===== config.mk =====
export PLATFORM = sky130hd
export DESIGN_NAME = pgm_rom_loader
export DESIGN_NICKNAME = d
export VERILOG_FILES = /design/src/rtl/pgm_pkg.sv /design/src/rtl/pgm_sync_fifo.sv /design/src/rtl/pgm_rom_loader.sv
export SDC_FILE = /design/constraint.sdc
export NUM_CORES = 1
export LEC_CHECK = 0
export CELL_PAD_IN_SITES_DETAIL_PLACEMENT = 0
export CELL_PAD_IN_SITES_GLOBAL_PLACEMENT = 2
export CORE_MARGIN = 2
export CORE_UTILIZATION = 40
export DETAILED_ROUTE_END_ITERATION = 12
export DONT_BUFFER_PORTS = 1
export PLACE_DENSITY_LB_ADDON = 0.1
export SLEW_MARGIN = 0
export SYNTH_ARGS = -nofsm -noshare
export SYNTH_HDL_FRONTEND = slang
export SYNTH_HIERARCHICAL = 1
export SYNTH_SLANG_ARGS = --single-unit
export TNS_END_PERCENT = 100

===== constraint.sdc =====
create_clock -name clk_sys -period 3.4 [get_ports clk_sys]
set_clock_uncertainty 0.2 [all_clocks]
set_input_delay 0.34 -clock clk_sys [delete_from_list [all_inputs] [get_ports clk_sys]]
set_output_delay 0.34 -clock clk_sys [all_outputs]
set_load 0.03 [all_outputs]

===== src/rtl/pgm_pkg.sv =====
// Shared definitions for the PGM ROM download path: ROM index codes,
// the SDRAM region map (word base / word limit per index) and the
// loader state encoding.
package pgm_pkg;

    // ioctl_index codes delivered by hps_io
    localparam logic [7:0] IDX_BIOS = 8'd0;
    localparam logic [7:0] IDX_PROM = 8'd1;
    localparam logic [7:0] IDX_GFX  = 8'd2;
    localparam logic [7:0] IDX_SND  = 8'd3;

    // SDRAM word base of each region
    localparam logic [23:0] BASE_BIOS = 24'h000000;
    localparam logic [23:0] BASE_PROM = 24'h040000;
    localparam logic [23:0] BASE_GFX  = 24'h400000;
    localparam logic [23:0] BASE_SND  = 24'hC00000;

    // Region size in words; wide enough to compare against ioctl_addr[26:1]
    localparam logic [25:0] LIM_BIOS = 26'h040000;
    localparam logic [25:0] LIM_PROM = 26'h3C0000;
    localparam logic [25:0] LIM_GFX  = 26'h800000;
    localparam logic [25:0] LIM_SND  = 26'h400000;

    typedef enum logic [1:0] {
        ST_IDLE  = 2'd0,
        ST_LOAD  = 2'd1,
        ST_DRAIN = 2'd2,
        ST_DONE  = 2'd3
    } ldr_state_e;

    typedef struct packed {
        logic        vld;
        logic [23:0] base;
        logic [25:0] limit;
    } region_t;

    // Unknown indices come back with vld=0 and limit=0, so any address
    // compares as out of range as well.
    function automatic region_t region_lookup(input logic [7:0] idx);
        region_t r;
        r.vld   = 1'b1;
        r.base  = '0;
        r.limit = '0;
        case (idx)
            IDX_BIOS: begin r.base = BASE_BIOS; r.limit = LIM_BIOS; end
            IDX_PROM: begin r.base = BASE_PROM; r.limit = LIM_PROM; end
            IDX_GFX:  begin r.base = BASE_GFX;  r.limit = LIM_GFX;  end
            IDX_SND:  begin r.base = BASE_SND;  r.limit = LIM_SND;  end
            default:  r.vld = 1'b0;
        endcase
        return r;
    endfunction

endpackage


===== src/rtl/pgm_sync_fifo.sv =====
// Purpose: generic single-clock FIFO with full/empty/count status.
// Latency: a pushed entry is visible on rd_dat the cycle after the push.
// Backpressure: push while full is discarded (no overwrite); pop while empty is ignored.
//
// Ports: clk/rst_n (async active-low), wr_vld/wr_dat push side,
//        rd_rdy pop strobe with rd_dat showing the head, full/empty/count status.
module pgm_sync_fifo #(
    parameter  int W     = 8,
    parameter  int DEPTH = 4,
    localparam int PW    = $clog2(DEPTH),
    localparam int CW    = $clog2(DEPTH) + 1
) (
    input  logic          clk,
    input  logic          rst_n,
    input  logic          wr_vld,
    input  logic [W-1:0]  wr_dat,
    input  logic          rd_rdy,
    output logic [W-1:0]  rd_dat,
    output logic          full,
    output logic          empty,
    output logic [CW-1:0] count
);

    logic [W-1:0]  mem [DEPTH];
    logic [PW-1:0] wr_ptr;
    logic [PW-1:0] rd_ptr;
    logic          do_push;
    logic          do_pop;

    assign full    = (count == CW'(DEPTH));
    assign empty   = (count == '0);
    assign do_push = wr_vld && !full;
    assign do_pop  = rd_rdy && !empty;
    assign rd_dat  = mem[rd_ptr];

    // Storage needs no reset: nothing is read until count says it is valid.
    always_ff @(posedge clk) begin
        if (do_push) begin
            mem[wr_ptr] <= wr_dat;
        end
    end

    // DEPTH is a power of two, so pointers wrap by plain overflow.
    always_ff @(posedge clk or negedge rst_n) begin
        if (!rst_n) begin
            wr_ptr <= '0;
            rd_ptr <= '0;
            count  <= '0;
        end else begin
            if (do_push) begin
                wr_ptr <= wr_ptr + PW'(1);
            end
            if (do_pop) begin
                rd_ptr <= rd_ptr + PW'(1);
            end
            case ({do_push, do_pop})
                2'b10:   count <= count + CW'(1);
                2'b01:   count <= count - CW'(1);
                default: count <= count;
            endcase
        end
    end

endmodule


===== src/rtl/pgm_rom_loader.sv =====
// Purpose: turns the hps_io ioctl download stream into SDRAM word writes per ROM region.
// Latency: 2 cycles from ioctl_wr to mem_req when the output stage is idle; at most one word per 2 cycles.
// Backpressure: ioctl_wait once FIFO holds FIFO_DEPTH-1 words; mem_req held with stable addr/data until mem_ack.
//
// Ports: clk_sys/reset_n (async active-low); ioctl_* download input and ioctl_wait;
//        mem_req/mem_addr/mem_din/mem_ack SDRAM write port; rom_ready, load_done,
//        load_err, word_cnt status. The system top holds the CPUs in reset on ~rom_ready.
module pgm_rom_loader
    import pgm_pkg::*;
#(
    parameter int FIFO_DEPTH = 4,
    parameter int AW         = 24
) (
    input  logic          clk_sys,
    input  logic          reset_n,
    input  logic          ioctl_download,
    input  logic          ioctl_wr,
    input  logic [26:0]   ioctl_addr,
    input  logic [15:0]   ioctl_dout,
    input  logic [7:0]    ioctl_index,
    output logic          ioctl_wait,
    output logic          mem_req,
    output logic [AW-1:0] mem_addr,
    output logic [15:0]   mem_din,
    input  logic          mem_ack,
    output logic          rom_ready,
    output logic          load_done,
    output logic          load_err,
    output logic [23:0]   word_cnt
);

    localparam int CW = $clog2(FIFO_DEPTH) + 1;

    typedef struct packed {
        logic [AW-1:0] addr;
        logic [15:0]   dat;
    } wr_ent_t;

    ldr_state_e    state;
    logic          dl_q;
    logic          dl_rise;
    logic          dl_fall;

    region_t       region;
    logic          drop;
    logic          wr_take;
    logic          push_vld;
    wr_ent_t       push_ent;

    logic          pop_rdy;
    wr_ent_t       head_ent;
    logic          fifo_full;
    logic          fifo_empty;
    logic [CW-1:0] fifo_cnt;

    logic          mem_hs;
    logic          stage_free_next;

    // ---------------------------------------------------------------
    // Download edge detection against the registered copy
    // ---------------------------------------------------------------
    assign dl_rise = ioctl_download && !dl_q;
    assign dl_fall = !ioctl_download && dl_q;

    // ---------------------------------------------------------------
    // Address mapper: region lookup, range/alignment screening
    // ---------------------------------------------------------------
    always_comb begin
        region = region_lookup(ioctl_index);
        // Full 26-bit word offset is compared so addresses beyond bit 24
        // are caught even though they do not reach the SDRAM address.
        drop   = !region.vld || ioctl_addr[0] || (ioctl_addr[26:1] >= region.limit);
        push_ent.addr = AW'(region.base) + AW'(ioctl_addr[24:1]);
        push_ent.dat  = ioctl_dout;
    end

    assign wr_take  = (state == ST_LOAD) && ioctl_wr;
    assign push_vld = wr_take && !drop;

    // One slot stays free for a write HPS already launched before it saw wait.
    assign ioctl_wait = (fifo_cnt >= CW'(FIFO_DEPTH - 1));

    // ---------------------------------------------------------------
    // Word buffer
    // ---------------------------------------------------------------
    // The output stage only refills when it is empty, so a word acked this
    // cycle leaves the stage idle for one cycle before the next head.
    assign pop_rdy = !mem_req && !fifo_empty;
    assign mem_hs  = mem_req && mem_ack;

    // True when the output stage will hold nothing after this edge.
    assign stage_free_next = !mem_req || mem_ack;

    pgm_sync_fifo #(
        .W     ($bits(wr_ent_t)),
        .DEPTH (FIFO_DEPTH)
    ) u_fifo (
        .clk    (clk_sys),
        .rst_n  (reset_n),
        .wr_vld (push_vld),
        .wr_dat (push_ent),
        .rd_rdy (pop_rdy),
        .rd_dat (head_ent),
        .full   (fifo_full),
        .empty  (fifo_empty),
        .count  (fifo_cnt)
    );

    // ---------------------------------------------------------------
    // Loader FSM, output stage and status registers
    // ---------------------------------------------------------------
    always_ff @(posedge clk_sys or negedge reset_n) begin
        if (!reset_n) begin
            state     <= ST_IDLE;
            dl_q      <= 1'b0;
            mem_req   <= 1'b0;
            mem_addr  <= '0;
            mem_din   <= '0;
            rom_ready <= 1'b0;
            load_done <= 1'b0;
            load_err  <= 1'b0;
            word_cnt  <= '0;
        end else begin
            dl_q      <= ioctl_download;
            load_done <= 1'b0;

            // Output stage: present head, hold until accepted.
            if (mem_hs) begin
                mem_req  <= 1'b0;
                word_cnt <= word_cnt + 24'd1;
            end else if (pop_rdy) begin
                mem_req  <= 1'b1;
                mem_addr <= head_ent.addr;
                mem_din  <= head_ent.dat;
            end

            // Dropped word or overflow; the FIFO itself refuses the push.
            if (wr_take && (drop || fifo_full)) begin
                load_err <= 1'b1;
            end

            case (state)
                ST_IDLE: begin
                    if (dl_rise) begin
                        state     <= ST_LOAD;
                        word_cnt  <= '0;
                        load_err  <= 1'b0;
                        rom_ready <= 1'b0;
                    end
                end
                ST_LOAD: begin
                    if (dl_fall) begin
                        state <= ST_DRAIN;
                    end
                end
                ST_DRAIN: begin
                    // Leave as soon as the final ack lands so load_done
                    // follows the last commit by a single cycle.
                    if (fifo_empty && stage_free_next) begin
                        state     <= ST_DONE;
                        load_done <= 1'b1;
                        rom_ready <= 1'b1;
                    end
                end
                ST_DONE: begin
                    if (dl_rise) begin
                        state     <= ST_LOAD;
                        word_cnt  <= '0;
                        load_err  <= 1'b0;
                        rom_ready <= 1'b0;
                    end else begin
                        state <= ST_IDLE;
                    end
                end
                default: state <= ST_IDLE;
            endcase
        end
    end

endmodule


[Word-level counts from Yosys, hierarchy flattened]
Memories as Yosys holds them, arrays and structs flattened. A register that Yosys moved wholly into a read port is not among the register bits.
Index checks and enable logic that the tools add are counted.
Word-level totals
  flip-flop bits (word level): 38
  latch bits: 0
  RAM bits: 160
  ROM bits: 0
  bits of input ports: 56
  output and inout bits: 69
  word-level logic and storage cells: 89
  memories kept: 1
Cells by class
  add/subtract/negate cells: 6
  multipliers: 0
  div/mod/pow operators: 0
  magnitude comparators: 2
  equal/unequal tests: 13
  shift operators: 0
  multiplexer cells: 23
  bitwise gates (word level): 1
  reduce and logical (&&, ||, !) cells: 33
Memories
  u_fifo.mem: depth 4, bits a word 40, read ports 1, clocked after memory_dff 1, wr ports 1, line pgm_sync_fifo.sv:24  | logic [W-1:0] mem [DEPTH];
Operator list (count)
  case mux 50 bit (4 select lines): 1
  two-way mux 24 bit: 3
  >= comparator 26 bit: 1
  adder 24 x 1 -> 24 bit (second input constant): 1
  adder 24 bit: 1
  equality test 8 x 2 -> 1 bit (second input constant): 2
  two-way mux 1 bit: 13
  logical AND 1 bit: 10
  equality test 8 x 1 -> 1 bit (second input constant): 1
  logical NOT 1 bit: 8
  logical NOT 8 bit: 1
  case mux 2 bit (4 select lines): 1
  equality test 2 bit (second input constant): 3
  two-way mux 2 bit: 3
  != test 2 bit (second input constant): 3
  case mux 3 bit (2 select lines): 1
  AND reduction 3 bit: 2
  nonzero test 2 bit: 3
  adder 2 x 1 -> 2 bit (second input constant): 2
  equality test 2 x 1 -> 1 bit (second input constant): 2
  logical OR 1 bit: 4
  OR reduction 4 bit: 1
  adder 3 x 1 -> 3 bit (second input constant): 1
  equality test 3 bit (second input constant): 1
  other kinds (9): 9

[Longest topological paths before layout]
Gate-level depths: netlist of the first run.
  depth in word-level cells: 11
  mapped depth: 18
  mapped depth without buffers: 18

[By module]
Netlist of the first run, hierarchy kept.
By module, submodules not included
  pgm_sync_fifo: instances 1, cells each 248, area each 6190.9 µm², sequential area each 4979.8 µm²
  pgm_rom_loader: instances 1, cells each 302, area each 3497.1 µm², sequential area each 1776.7 µm²

[Least setup slack after synthesis of the first run]
Ideal clock, no wire load.
  kind: input -> register
  from: in ioctl_index[7]
  to: reg u_fifo.count[2]
  setup time: 79 ps
  arrival: 3206 ps
  data required time: 3121 ps
  path slack: -85 ps
  stages on the path: 18
  buffers on the path: 0
  path through: nor4_1 -> nand2_1 -> nor2_1 -> and2_1 -> inv_1 -> ha_1 -> nor4bb_1 -> and4_1 -> a41o_1 -> nor3_1 -> and2_4 -> inv_1 -> ha_1 -> inv_1 -> fa_1 -> xor2_1 -> nor2_1 -> xor2_1
Between the ends
  word-level cells in the longest chain between the ends: 11
  elaborated cells between the ends (all ways): 18
  those cells by class: order compare (1); eq/ne (5); mux (3); reduce/logical (9)
Ends and longest elaborated chain
  from (decl): line pgm_rom_loader.sv:20  | input logic [7:0] ioctl_index,
  branches (longest 5 deep; another with >= comparator 26 bit)
  logical OR 1 bit *: line pgm_rom_loader.sv:72  | drop = !region.vld || ioctl_addr[0] || (ioctl_addr[26:1] >= region.limit);
  logical NOT 1 bit *: line pgm_rom_loader.sv:78  | assign push_vld = wr_take && !drop;
  logical AND 1 bit *: line pgm_rom_loader.sv:78
  via push_vld: line pgm_rom_loader.sv:47  | logic push_vld;
  logical AND 1 bit *: line pgm_sync_fifo.sv:32  | assign do_push = wr_vld && !full;
  equality test 2 x 1 -> 1 bit / equality test 2 bit (equally long branches): line pgm_sync_fifo.sv:56  | case ({do_push, do_pop})
  case mux 3 bit (2 select lines) / nonzero test 2 bit (equally long branches)
  to (signal assigned): line pgm_sync_fifo.sv:57  | 2'b10: count <= count + CW'(1);
  to (signal assigned): line pgm_sync_fifo.sv:58  | 2'b01: count <= count - CW'(1);
  to (signal assigned): line pgm_sync_fifo.sv:59  | default: count <= count;
  to (decl): line pgm_sync_fifo.sv:21  | output logic [CW-1:0] count
Mark *: on every way through the listed nets, which the timed path passes.
A chain may end at the register's enable or synchronous reset.

[Worst setup path in the final report of the first run]
Same ends and word-level chain as after synthesis.

==> results by stage, run 1 <==
Global route:
- The total global-route track usage is between 10% and 20%.
- The total global routing overflow is 0.
- The pin count of the biggest net entering global routing is 79.
- The number of global-route vias before repair is roughly 5500.
- The initial antenna violation count is 0.
- The wire length of the first global-routing pass is between 30 and 40 mm.

Synthesis:
- Summed over its instances, the top area cell type makes up 49.6% of the synthesized netlist area.
- The number of storage elements in the synthesis netlist is about 240.
- When the netlist entered floorplanning its net count stood at between 600 and 700.
- The portion of the post-synthesis area used by sequential elements is a little over two thirds.
- The count of different cell masters after synthesis is slightly below 60.
- Counting every instance in the synthesized netlist gives 550.
- By area the synthesized netlist is led by sky130_fd_sc_hd__edfxtp_1 50%, sky130_fd_sc_hd__dfrtp_1 20%, sky130_fd_sc_hd__mux4_2 9.3%.
- The biggest area contributor in the post-synthesis netlist is sky130_fd_sc_hd__edfxtp_1.
- Each instance of the synthesized netlist takes up on average 17.6 um^2.
- The count of flip-flops with a built-in enable after synthesis is 160.
- The synthesized cell area is 0.00969 mm^2.
- The predominant post-synthesis flop cell is sky130_fd_sc_hd__edfxtp_1.
- During synthesis, Yosys emitted a total of 6 warnings.
- The async set-reset flop share out of synthesis is 32.8%.

Cells and area:
- The finished layout holds 968 standard cells, fillers aside.
- The library cell used most frequently in the layout, excluding fill and tap cells, is sky130_fd_sc_hd__edfxtp_1.
- The share of final-layout standard cells stronger than drive strength 1 is roughly 27%.
- The number of nets in the final layout is 705.
- The area growth from synthesis to layout is 21.2%.
- The design area is 0.0117 mm^2.
- The library cells used most frequently in the layout, excluding fill and tap cells, are 160 x sky130_fd_sc_hd__edfxtp_1, 76 x sky130_fd_sc_hd__dfrtp_1, 42 x sky130_fd_sc_hd__dlygate4sd3_1.
- For this run, the share of the core covered by cells in the final layout is 49.7%.
- The final antenna diode count is 0.

Clock network:
- The root buffer cell chosen for the clock tree is sky130_fd_sc_hd__clkbuf_16.
- The largest buffer count on any clock path is 3.
- Post-CTS timing repair inserted 0 buffers for setup.
- The number of clock buffers added by TritonCTS is 27.
- The clock transition at the register clock pins on the worst setup and hold paths after CTS is 0.06 ns.
- The CTS H-tree depth is 1.
- The CTS tree is done.
- The later pin in the worst-skew pair is clocked with a latency of slightly above 0.5 ns.
- The number of sinks on the clock net is 238.

Run status:
- The flow ran to the end, and the final reports show no timing, DRC or antenna violations.

Worst setup path:
- The worst setup path is of the input port to flip-flop kind.
- STA classifies the critical path endpoint as a flip-flop.
- In this run the worst path has a maximum fanout of 2.
- The critical path startpoint category is an input port.
- The worst path arrival time is 3.33 ns.
- STA puts the critical path data required time at 3.64 ns.

Timing:
- The worst path in the final design needs a cycle of between 3 and 4 ns, including I/O delays and setup.
- The worst-margin pin slew is 0.665 ns.
- Setup repair after global routing left no endpoint under its margin.
- The setup TNS after final layout is 0 ns.
- The relative slew slack is 55.6%.
- The total count of max-transition violations in the final report is 0.
- Timing would allow up to 323 MHz.
- In the finished design, the share of the clock period the worst path needs comes to 91.1%.
- The final hold violation count came to 0.
- Setup violations remaining at the end of the flow were counted as 0.

Power:
- Per report_power, the clock group accounts for 33.0% of the total.
- Cell internal power was estimated by the tool at 6330 uW.
- Of the total power, the share spent switching nets is 30.6%.
- The worst-case IR drop observed on VDD is between 0.4 and 0.5 mV.
- The power density normalized to cell area is 777 mW/mm^2.
- Of the total power, combinational logic draws 18.2%.
- The analysis attributes to cell leakage a power of about 0.0043 uW.
- The register share of total power is between 40% and 50%.
- The switching power summed over all nets is 2790 uW.

Placed design:
- Including well taps, the total number of placed cells is about 880.
- The placed wire-length estimate after detailed placement is 13.2 mm.
- At the end of routability-driven placement, the weighted congestion stood at 0.760.
- The number of buffers inserted by port buffering is 0.
- Once placement finished, the instance area stood at ~0.010 mm^2.

Floorplan:
- For this configuration, the core starts out at a cell density of 41.0%.
- The y dimension of the die is 160 um.
- The chip width is 160 um.
- The floorplan step defined a core boundary enclosing 0.0236 mm^2.
- The number of primary I/O pins is 125.
- The row count is 56.
- The floorplan step defined a die boundary enclosing 0.0255 mm^2.

Job:
- Max-cap violations in this run came to 0.

Worst hold path:
- The path class of the tightest hold or removal check is input port to flip-flop.

Routing:
- The routed layout has 5124 vias.
- For this run, the detailed router's first-pass iteration total came to 4.
- After detailed routing, the average wire length per cell comes to ~22 um.
- For this block, the initial DRC count from the detailed router was 330.
- The average via count per standard cell is 5.29.
- The routed design has approximately 21 mm of wire.
- The number of DRC violations after detailed routing is 0.
- In this run the remaining antenna-violating nets after routing total 0.
==> cell type report <==
type | instances | area, um^2
inverters | 15 | 56.3
clock buffers | 31 | 701
repair buffers | 72 | 803
flip-flops and latches | 238 | 6760
fillers | 2000 | 11900
multi-input cells | 275 | 2790
clock inverters | 18 | 235
well taps | 319 | 399
==> critical path: stages <==
cell,delay [ns]
sky130_fd_sc_hd__nor4_4,0.27
sky130_fd_sc_hd__nand2_1,0.08
sky130_fd_sc_hd__nor2_1,0.12
sky130_fd_sc_hd__and2_1,0.17
sky130_fd_sc_hd__inv_1,0.07
sky130_fd_sc_hd__ha_1,0.29
sky130_fd_sc_hd__nor4bb_1,0.24
sky130_fd_sc_hd__and4_1,0.23
sky130_fd_sc_hd__a41o_1,0.20
sky130_fd_sc_hd__nor3_1,0.07
sky130_fd_sc_hd__and2_4,0.16
sky130_fd_sc_hd__inv_1,0.05
sky130_fd_sc_hd__ha_1,0.16
sky130_fd_sc_hd__inv_1,0.05
sky130_fd_sc_hd__fa_1,0.37
sky130_fd_sc_hd__xor2_1,0.15
sky130_fd_sc_hd__nor2_1,0.14
sky130_fd_sc_hd__xor2_1,0.16
==> metrics by stage <==
stage | worst slack (ns) | hold slack, ns | total power (uW)
5_1_grt | 0.0141 | 0.0432 | 9590
6_report | 0.303 | 0.0281 | 9130
3_5_place_dp | -0.214 | -0.153 | 6150
2_1_floorplan | 0.0141 | -0.156 | 5680
3_3_place_gp | -0.0913 | -0.153 | 6100
4_1_cts | 0.323 | 0.00320 | 9290
==> path summary, 6_finish.rpt <==
kind,start,to,slack (ns),cells past startpoint
worst min register to register,u_fifo/count[2]$_DFFE_PN0P_,u_fifo/count[2]$_DFFE_PN0P_,0.35,1
worst max-delay path,ioctl_index[7],u_fifo/count[2]$_DFFE_PN0P_,0.30,18
worst max register to register,state[1]$_DFFE_PN0P_,u_fifo/count[2]$_DFFE_PN0P_,0.92,12
min in group asynchronous,reset_n,mem_addr[22]$_DFFE_PN0P_,0.24,2
max in group asynchronous,reset_n,u_fifo/rd_ptr[0]$_DFFE_PN0P_,2.37,2
worst min-delay path,ioctl_addr[0],load_err$_DFF_PN0_,0.03,4
==> cell usage after synthesis (all sizes together), types with 2 or more instances <==
cell      n
a21oi    11
a31oi     5
a41o      5
and2      5
and3     15
and4      4
buf      18
clkbuf    4
dfrtp    78
edfxtp  160
ha       19
inv      15
mux2     42
mux2i     3
mux4     40
nand2    22
nand2b    4
nand3     8
nand4     5
nor2     23
nor2b     2
nor3      3
nor4      4
o21ai     6
o31a      2
o31ai     4
or3       2
or3b      2
or4       6
xnor2     8
xor2     11
==> state kept, by name, summed over array words and instances (netlist names) <==
signal,flops
load_err,1
mem_addr,24
mem_din,16
load_done,1
u_fifo/rd_ptr,2
rom_ready,1
word_cnt,24
u_fifo/count,3
state,2
dl_q,1
u_fifo/wr_ptr,2
u_fifo/mem,160
mem_req,1
==> cell families (layout without fill, tap and decap cells) <==
kind of cell               Yosys count  in the layout  synth area share, %
and+or+nand+nor                    108            108                 6.43
AOI/OAI and AO/OA                   43             43                 3.13
buffers and inverters               37            136                 1.80
xor gates and xnor gates            19             19                 1.72
muxes                               85             85                 14.5
adders and majority gates           20             20                 2.66
DFF                                238            238                 69.7
==> power by group through the flow <==
stage	combinational (uW)	sequential, uW	clock, uW
floorplan	1440	4240	0
global placement	1570	4540	0
detailed placement	1600	4540	0
CTS	1690	4490	3110
global route	1830	4530	3230
finish	1660	4450	3010
==> timing repair <==
action | CTS | global route
hold endpoints to repair | 234 | 0
gates resized for setup | 0 | 0
hold buffers | 43 | 0
==> layer usage <==
layer,routed length (um),vias to the layer above,global-route usage [%]
met4,397,0,3.93
met1,8880,2654,21.7
met2,10600,132,28.8
met3,1080,25,3.77
met5,0,-,0
li1,-,2313,-
Power figures use the tool's default switching activity.
==> inputs of run 2 (changes only) <==
CTS_BUF_LIST = sky130_fd_sc_hd__clkbuf_16   (was unset)
==> results by stage, run 2 (synthesis gave the netlist of run 1 again) <==
Power:
- The clock network fraction of total power is between 30% and 40%.
- The worst-case IR drop observed on VDD is 0.485 mV.
- The portion of total power attributed to combinational logic is 18.3%.
- The internal power of the cells totals 6300 uW.
- The share of total power dissipated in sequential elements is 49.0%.
- The total leakage power is 0.00429 uW.
- For this design the total switching power over the nets is 2790 uW.
- Power spread over the standard cell area amounts to 775 mW/mm^2.
- In this run switching power makes up 30.7% of total power.

Cells and area:
- In the final layout, the share of cells above drive strength 1 is around 27%.
- 0 antenna diodes ended up in the layout.
- The number of flip-flops under the largest register name is 160.
- Counting flops per register, the top entry is u_fifo/mem.
- Relative to the synthesized area, the layout overhead comes to 21.1%.
- With fillers left out, the area of the finished cells amounts to 0.0117 mm^2.
- The commonest non-fill, non-tap cell in the layout is sky130_fd_sc_hd__edfxtp_1.
- The largest registers in the layout are u_fifo/mem: 160 flops, mem_addr: 24 flops, word_cnt: 24 flops.
- The non-filler instance count after layout is ~970.
- The library cells used most frequently in the layout, excluding fill and tap cells, are 160 x sky130_fd_sc_hd__edfxtp_1, 76 x sky130_fd_sc_hd__dfrtp_1, 42 x sky130_fd_sc_hd__dlygate4sd3_1.
- The utilization after layout is 49.7%.
- For this run, the post-layout net count is 705.

Routing:
- Summing over every cut layer, the via total after detailed routing is about 5100.
- For this run, the detailed router's first-pass iteration total came to 7.
- The number of DRC violations after detailed routing is 0.
- The mean routed wirelength per cell is 21.6 um.
- The routed wire length is 20.9 mm.
- The first routing iteration left 312 violations.
- Once detail routing completed, the nets flagged for antenna violations numbered 0.
- The average via count per standard cell is 5.26.

Floorplan:
- The number of primary I/O pins is 125.
- The row count is 56.
- The initial core utilization is 41.0%.
- The y dimension of the die is 160 um.
- The die covers 0.0255 mm^2.
- The core region is 0.0236 mm^2.
- From left edge to right edge, the die measures around 160 um.

Clock network:
- The clock transition at the register clock pins on the worst setup and hold paths after CTS is 0.06 ns.
- The clock latency reported for the late side of the worst-skew pair is roughly 0.51 ns.
- The number of sinks on the clock net is 238.
- The CTS H-tree depth is 1.
- The CTS tree is done.
- Clock tree synthesis selected as its root buffer the cell sky130_fd_sc_hd__clkbuf_16.
- The largest buffer count on any clock path is 3.
- The number of gates resized after CTS was 0.
- The number of buffers inserted to repair setup after CTS is 0.
- In this run, CTS created clock tree buffers numbering 27.

Worst setup path:
- The worst path arrival time is roughly 3.3 ns.
- The required time of the critical path is 3.64 ns.
- On the critical path, the stage with the largest delay is an instance of sky130_fd_sc_hd__fa_1.
- The worst setup path is of the input port to flip-flop kind.
- The largest driver fanout on the critical path is 2.
- The type of destination of the critical path is a flip-flop.
- The cell repeated most along the worst path is sky130_fd_sc_hd__inv_1.
- The critical path startpoint category is an input port.
- For this run, the slowest stage of the critical path takes 0.37 ns.
- The signal on the critical path passes through nor4_4 > nand2_1 > nor2_1 > and2_1 > inv_1 > ha_1 > nor4bb_1 > and4_1 > a41o_1 > nor3_1 > and2_4 > inv_1 > ha_1 > inv_1 > fa_1 > xor2_1 > nor2_1 > xor2_1.

Global route:
- The pin count of the biggest net entering global routing is 79.
- The total global-route track usage is 16.7%.
- The first global-routing pass estimated about 33 mm of wire.
- The initial antenna violation count is 0.
- The total global routing overflow is 0.
- The number of global-route vias before repair is 5512.

Run status:
- The run finished with clean final reports.

Timing:
- The worst path meets setup with 0.303 ns of slack.
- Static timing analysis puts the maximum clock frequency at 323 MHz.
- The worst path needs 3.10 ns of the cycle, external delays included.
- The final critical path takes up about nine tenths of the cycle.
- At the pin with the least slew margin, the transition time is 0.669 ns.
- The count of final setup violators is 0.
- The final hold violation count came to 0.
- Setup repair after global routing left no endpoint under its margin.
- The total count of max-transition violations in the final report was 0.
- The relative slew slack is 55.4%.

Placed design:
- The cell total after placement is 876.
- The congestion estimate from routability-driven global placement came to 0.760.
- Input and output buffers added on the ports amount to 0.
- The post-placement setup slack is -0.214 ns.
- After detailed placement, the total cell area comes to 0.0104 mm^2.
- The placed wire-length estimate after detailed placement is 13.2 mm.

Worst hold path:
- The kind of path behind the tightest hold check is input port to flip-flop.

Job:
- The number of maximum-capacitance violations is 0.
run 2: area by class of cell:
| cell class | count | area [um^2] |
|---|---|---|
| fillers | 2004 | 11900 |
| repair buffers | 72 | 803 |
| clock inverters | 22 | 250 |
| clock buffers | 27 | 676 |
| well taps | 319 | 399 |
| inverters | 15 | 56.3 |
| multi-input cells | 275 | 2790 |
| flip-flops and latches | 238 | 6760 |
run 2: final timing paths:
check / from / to / slack (ns) / cells after the start
worst max register to register: state[1]$_DFFE_PN0P_ / u_fifo/count[2]$_DFFE_PN0P_ / 0.92 / 12
min in group asynchronous: reset_n / mem_addr[22]$_DFFE_PN0P_ / 0.25 / 2
worst min register to register: u_fifo/count[2]$_DFFE_PN0P_ / u_fifo/count[2]$_DFFE_PN0P_ / 0.35 / 1
max in group asynchronous: reset_n / u_fifo/rd_ptr[0]$_DFFE_PN0P_ / 2.36 / 2
worst max-delay path: ioctl_index[7] / u_fifo/count[2]$_DFFE_PN0P_ / 0.30 / 18
worst min-delay path: ioctl_addr[0] / load_err$_DFF_PN0_ / 0.03 / 4
run 2: power by group through the flow:
stage | Combinational (uW) | Clock, uW | Sequential [uW]
global placement | 1570 | 0 | 4540
floorplan | 1440 | 0 | 4240
detailed placement | 1600 | 0 | 4540
finish | 1660 | 2980 | 4450
CTS | 1690 | 3070 | 4490
global route | 1830 | 3200 | 4530
run 2: timing repair:
action	CTS	global route
setup endpoints to repair	0	0
hold endpoints to repair	234	0
hold buffers	43	0
run 2: per-stage QoR:
stage | hold WS, ns | power [uW] | TNS, ns
after global routing | 0.0432 | 9550 | 0
after CTS | 0.00320 | 9260 | 0
after global placement | -0.153 | 6100 | -0.101
after floorplan | -0.156 | 5680 | 0
after detailed placement | -0.153 | 6150 | -0.990
final | 0.0283 | 9090 | 0
run 2: critical path: cells and delay by family:
family / cells / cell delay [ns]
buffers and inverters: 3 / 0.17
AND/OR/NAND/NOR: 9 / 1.48
adder cells (fa/ha/maj): 3 / 0.82
XOR/XNOR: 2 / 0.31
AO/OA/AOI/OAI: 1 / 0.20
run 2: layer usage:
metal,track usage [%],share of wire (%),wire [um],vias up
li1,-,-,-,2313
met2,28.8,50,10600,118
met1,21.7,43,8920,2637
met4,3.93,1.9,397,0
met3,3.77,5.0,1040,25
met5,0,0,0,-
